## src/rtl/fluxo_dados_pkg.sv

```systemverilog
// Shared constants for the memory-sequence game datapath: default widths and the
// stored button sequence.
package fluxo_dados_pkg;

    localparam int unsigned N_ADDR_DEF = 4;
    localparam int unsigned N_DATA_DEF = 4;

    localparam logic [3:0] ROM_W00 = 4'b0001;
    localparam logic [3:0] ROM_W01 = 4'b0010;
    localparam logic [3:0] ROM_W02 = 4'b0100;
    localparam logic [3:0] ROM_W03 = 4'b1000;
    localparam logic [3:0] ROM_W04 = 4'b0100;
    localparam logic [3:0] ROM_W05 = 4'b0010;
    localparam logic [3:0] ROM_W06 = 4'b0001;
    localparam logic [3:0] ROM_W07 = 4'b0001;
    localparam logic [3:0] ROM_W08 = 4'b0010;
    localparam logic [3:0] ROM_W09 = 4'b0010;
    localparam logic [3:0] ROM_W10 = 4'b0100;
    localparam logic [3:0] ROM_W11 = 4'b0100;
    localparam logic [3:0] ROM_W12 = 4'b1000;
    localparam logic [3:0] ROM_W13 = 4'b1000;
    localparam logic [3:0] ROM_W14 = 4'b0001;
    localparam logic [3:0] ROM_W15 = 4'b0100;

    function automatic logic [3:0] rom_read(input logic [3:0] addr);
        case (addr)
            4'd0:    rom_read = ROM_W00;
            4'd1:    rom_read = ROM_W01;
            4'd2:    rom_read = ROM_W02;
            4'd3:    rom_read = ROM_W03;
            4'd4:    rom_read = ROM_W04;
            4'd5:    rom_read = ROM_W05;
            4'd6:    rom_read = ROM_W06;
            4'd7:    rom_read = ROM_W07;
            4'd8:    rom_read = ROM_W08;
            4'd9:    rom_read = ROM_W09;
            4'd10:   rom_read = ROM_W10;
            4'd11:   rom_read = ROM_W11;
            4'd12:   rom_read = ROM_W12;
            4'd13:   rom_read = ROM_W13;
            4'd14:   rom_read = ROM_W14;
            default: rom_read = ROM_W15;
        endcase
    endfunction

endpackage

```

## src/rtl/edge_detector.sv

```systemverilog
// Rising-edge detector: one-cycle pulse the first clock edge after sinal goes high.
module edge_detector (
    input  logic clock,
    input  logic reset,
    input  logic sinal,
    output logic pulso
);

    logic s1;
    logic s2;

    always_ff @(posedge clock or posedge reset) begin
        if (reset) begin
            s1 <= 1'b0;
            s2 <= 1'b0;
        end else begin
            s1 <= sinal;
            s2 <= s1;
        end
    end

    assign pulso = s1 & ~s2;

endmodule

```

## src/rtl/fluxo_dados.sv

```systemverilog
// Datapath for the memory-sequence game: address counter, move register, sequence ROM,
// comparator and button edge detector, driven by the control unit's commands.
module fluxo_dados
    import fluxo_dados_pkg::*;
#(
    parameter int unsigned N_ADDR = N_ADDR_DEF,
    parameter int unsigned N_DATA = N_DATA_DEF
) (
    input  logic              clock,
    input  logic              reset,
    input  logic              zeraC,
    input  logic              contaC,
    input  logic              zeraR,
    input  logic              registraR,
    input  logic [N_DATA-1:0] botoes,
    output logic              igual,
    output logic              fim,
    output logic              jogada_feita,
    output logic              db_tem_jogada,
    output logic [N_ADDR-1:0] db_contagem,
    output logic [N_DATA-1:0] db_memoria,
    output logic [N_DATA-1:0] db_jogada
);

    logic [N_ADDR-1:0] contagem;
    logic [N_DATA-1:0] jogada;
    logic [N_DATA-1:0] memoria;
    logic              tem_jogada;

    // Clear wins over count; the counter wraps naturally at 2^N_ADDR.
    always_ff @(posedge clock or posedge reset) begin
        if (reset) begin
            contagem <= '0;
        end else if (zeraC) begin
            contagem <= '0;
        end else if (contaC) begin
            contagem <= contagem + N_ADDR'(1);
        end
    end

    // Clear wins over load; multi-bit button values are stored unchanged.
    always_ff @(posedge clock or posedge reset) begin
        if (reset) begin
            jogada <= '0;
        end else if (zeraR) begin
            jogada <= '0;
        end else if (registraR) begin
            jogada <= botoes;
        end
    end

    assign memoria    = N_DATA'(rom_read(4'(contagem)));
    assign tem_jogada = |botoes;

    edge_detector u_edge_detector (
        .clock (clock),
        .reset (reset),
        .sinal (tem_jogada),
        .pulso (jogada_feita)
    );

    assign igual         = (jogada == memoria);
    assign fim           = (contagem == {N_ADDR{1'b1}});
    assign db_tem_jogada = tem_jogada;
    assign db_contagem   = contagem;
    assign db_memoria    = memoria;
    assign db_jogada     = jogada;

endmodule

```

## config.mk

```make
export PLATFORM = sky130hd
export DESIGN_NAME = fluxo_dados
export DESIGN_NICKNAME = d
export VERILOG_FILES = /design/src/rtl/fluxo_dados_pkg.sv /design/src/rtl/edge_detector.sv /design/src/rtl/fluxo_dados.sv
export SDC_FILE = /design/constraint.sdc
export NUM_CORES = 1
export LEC_CHECK = 0
export BUFFER_PORTS_ARGS = -buffer_cell sky130_fd_sc_hd__buf_2
export CORE_MARGIN = 10
export CORE_UTILIZATION = 42
export CTS_CLUSTER_DIAMETER = 50
export DETAILED_ROUTE_END_ITERATION = 10
export PLACE_DENSITY_LB_ADDON = 0.05
export RECOVER_POWER = 50
export SYNTH_ARGS = -nofsm -noshare
export SYNTH_HDL_FRONTEND = slang
export SYNTH_SLANG_ARGS = --single-unit
```

## constraint.sdc

```tcl
create_clock -name clock -period 1.8 [get_ports clock]
set_input_delay 0.18 -clock clock [delete_from_list [all_inputs] [get_ports clock]]
set_output_delay 0.18 -clock clock [all_outputs]
set_load 0.02 [all_outputs]
```

==> metrics.md <==
| Metric | Value |
|---|---|
| WP data required | 1.62 ns |
| Crit path time final | 2.16 ns |
| Via count | 591 |
| Die footprint | 3650 um^2 |
| Achievable Freq | 0.462 GHz |
| Avg Cell Area, Syn | 10.4 um^2 |
| FF+latch count, synth | 10 |
| Pre-CTS WS | -0.0902 ns |
| Vias in the first global route | 606 |
| Crit. Startpoint | db_contagem[1] |
| Mapped Area | 687 um^2 |
| TritonRoute pass-1 iters | 4 |
| Clk_skew | 0.000526 ns |
| Area contributors post-synth | dfrtp_1, ha_1, mux2i_1, nor2b_1, nor2_1 |
| Share of cells above drive strength 1 | 0.490 |
| Synth top area share | 0.364 |
| Die extent in y | 60.4 um |
| Initial Utilization | 0.451 |
| Vias per cell | 4.93 |
| Final-report hold violation count | 0 |
| End of the critical path | igual |
| CTS Sinks | 10 |
| Worst Setup Slack, final | -0.364 ns |
| Num CTS Buffers | 3 |
| Synthesized instance count | 66 |
| Asr flop ratio synth | 1.00 |
| Root Buffer | clkbuf_4 |
| Synthesis Warnings | 0 |
| GRT met1 Usage | 0.104 |
| Final period utilization | 1.20 |
| Total GRT Usage | 0.0938 |
| Antenna violations before repair | 0 |
| Drt drc | 0 |
| Most frequent cell after synthesis | dfrtp_1 |
| Post-layout util | 0.638 |
| Iteration-0 DRC Markers | 4 |
| Register area share after synthesis | 0.364 |
| Crit end category | output port |
| Failing checks | negative setup slack |
| DR WL/cell | 14.3 um |
| Detail Route Antenna Nets | 0 |
| Status | finished, violations left |
| First-pass GRT wire length | 2.69 mm |
| Peak supply drop | 0.637 mV |
| I/O pin count | 26 |
| Reg2Reg Depth | 3 |
| Grt ovf | 0 |
| Max-Cap Viols | 0 |
| Antenna Cells | 0 |
| Syn Nets | 82 |
| CTS max path bufs | 2 |
| Htree depth | 1 |
| Met3 usage | 0.0418 |
| Core area | 1520 um^2 |
| GPL Wtd Cong | 0.763 |
| Startpoint class of the critical path | flip-flop |
| Yosys top cell by area | dfrtp_1 |
| Reg-to-Reg Start | db_contagem[1] |
| WS Path Type | flip-flop to output port |
| Post-synth cell types | 27 |
| CTS tree | built |
| Largest net degree at the start of global routing | 11 |
| Top post-synthesis cells by count | dfrtp_1, nor2_1, ha_1 |
| Clock transition at path regs | 0.07 ns |
| EDFF count, synth | 0 |
| Unrepaired setup endpoints after global routing | yes |
| Arr. time, crit path | 1.98 ns |
| Setup violators final | 2 |
| Post-synth top flop | dfrtp_1 |
| Worst skew pair latency | 0.27 ns |
| Layout Nets | 121 |
| R2r endpoint | db_contagem[2] |
| Worst rel slew slack | 0.756 |
| Power per cell area | 689 nW/um^2 |
| Hold Crit Class | input port to flip-flop |
| Final HPWL DP | 1.42 mm |
| Row count | 14 |
| R2R Setup Slk | 0.57 ns |
| Grt met2 use | 0.168 |
| Area Overhead vs Synth | 41.5% |
| Slew @ Worst Pin | 0.366 ns |
| Detailed Route WL | 1.71 mm |
| Max Fanout on Critical Path | 5 |
| Port Buffers | 25 |
| Lkg Pwr | 0.508 nW |
| Final Max Tran Viols | 0 |
| Top Usage Layer GRT | met2 |
| Chip Width | 60.4 um |
-- where the power goes --
| part | switching (mW) | internal [mW] | total, mW |
|---|---|---|---|
| clock | 0.0763 | 0.123 | 0.199 |
| combinational | 0.112 | 0.105 | 0.216 |
| sequential | 0.0167 | 0.237 | 0.254 |
| total | 0.205 | 0.465 | 0.670 |
-- timing repair --
item                                    4_1_cts  5_1_grt
hold buffers                                  1        0
endpoints found under the setup margin        1        4
pin swaps                                     0        0
buffers inserted                              0        1
endpoints found under the hold margin        10        0
gates resized for setup                       2        4
-- critical path, stage by stage, from the launching register on --
cell and delay (ns):
dfrtp_2 0.45, ha_2 0.20, mux4_2 0.49, xor2_1 0.15
a21oi_1 0.11, o2111a_2 0.20, buf_6 0.11
-- cells by family after synthesis --
| family | share of synthesized area |
|---|---|
| DFF | 0.364 |
| muxes | 0.106 |
| and+or+nand+nor | 0.162 |
| xor gates and xnor gates | 0.0638 |
| buffers and inverters | 0.0565 |
| adders and majority gates | 0.109 |
| AOI/OAI and AO/OA | 0.138 |
-- routing by layer --
layer / vias up / wire length (um)
met3: 0 / 96
met1: 276 / 685
met2: 13 / 932
met5: - / 0
li1: 302 / -
met4: 0 / 0
-- sequential cells by signal, indices dropped and copies added (netlist names) --
signal              count
u_edge_detector.s1      1
db_contagem             4
db_jogada               4
u_edge_detector.s2      1
-- area by class of cell --
type                            count  area (um^2)
Multi-Input combinational cell     48          417
Tap cell                           16         20.0
Clock buffer                        4         36.3
Fill cell                         140          552
Timing Repair Buffer               37          225
Sequential cell                    10          253
Inverter                            5         21.3
-- worst min-delay path by stage --
stage / from / to / slack (ns) / cells past startpoint
6_report: zeraC / db_contagem[1] / 0.11 / 2
5_1_grt: zeraC / db_contagem[1] / 0.11 / 2
4_1_cts: zeraC / db_contagem[1] / 0.1 / 2
3_5_place_dp: reset / db_contagem[2] / 0.17 / 2
3_3_place_gp: reset / db_contagem[2] / 0.17 / 2
2_1_floorplan: reset / db_contagem[2] / 0.02 / 1
-- cell usage in the layout (no fill, tap or decap), drive strengths merged, types with 2 or more instances in the layout --
cell and n:
buf 35, clkbuf 5, dfrtp 10, ha 6, inv 5, mux2i 5
nor2 8, nor2b 5, o21ai 4, xnor2 3, xor2 2
-- per-stage QoR --
stage	hold WS [ns]	instance area, um^2	instances	total power [mW]	setup TNS, ns
finish	0.110	972	120	0.670	-0.454
global route	0.114	972	120	0.710	-0.657
CTS	0.0967	948	119	0.669	-0.367
detailed placement	0.166	896	114	0.458	-0.0902
global placement	0.170	896	114	0.456	-0.0701
floorplan	0.0200	696	66	0.379	-0.170
No activity file was read; power rests on OpenSTA's default activity.
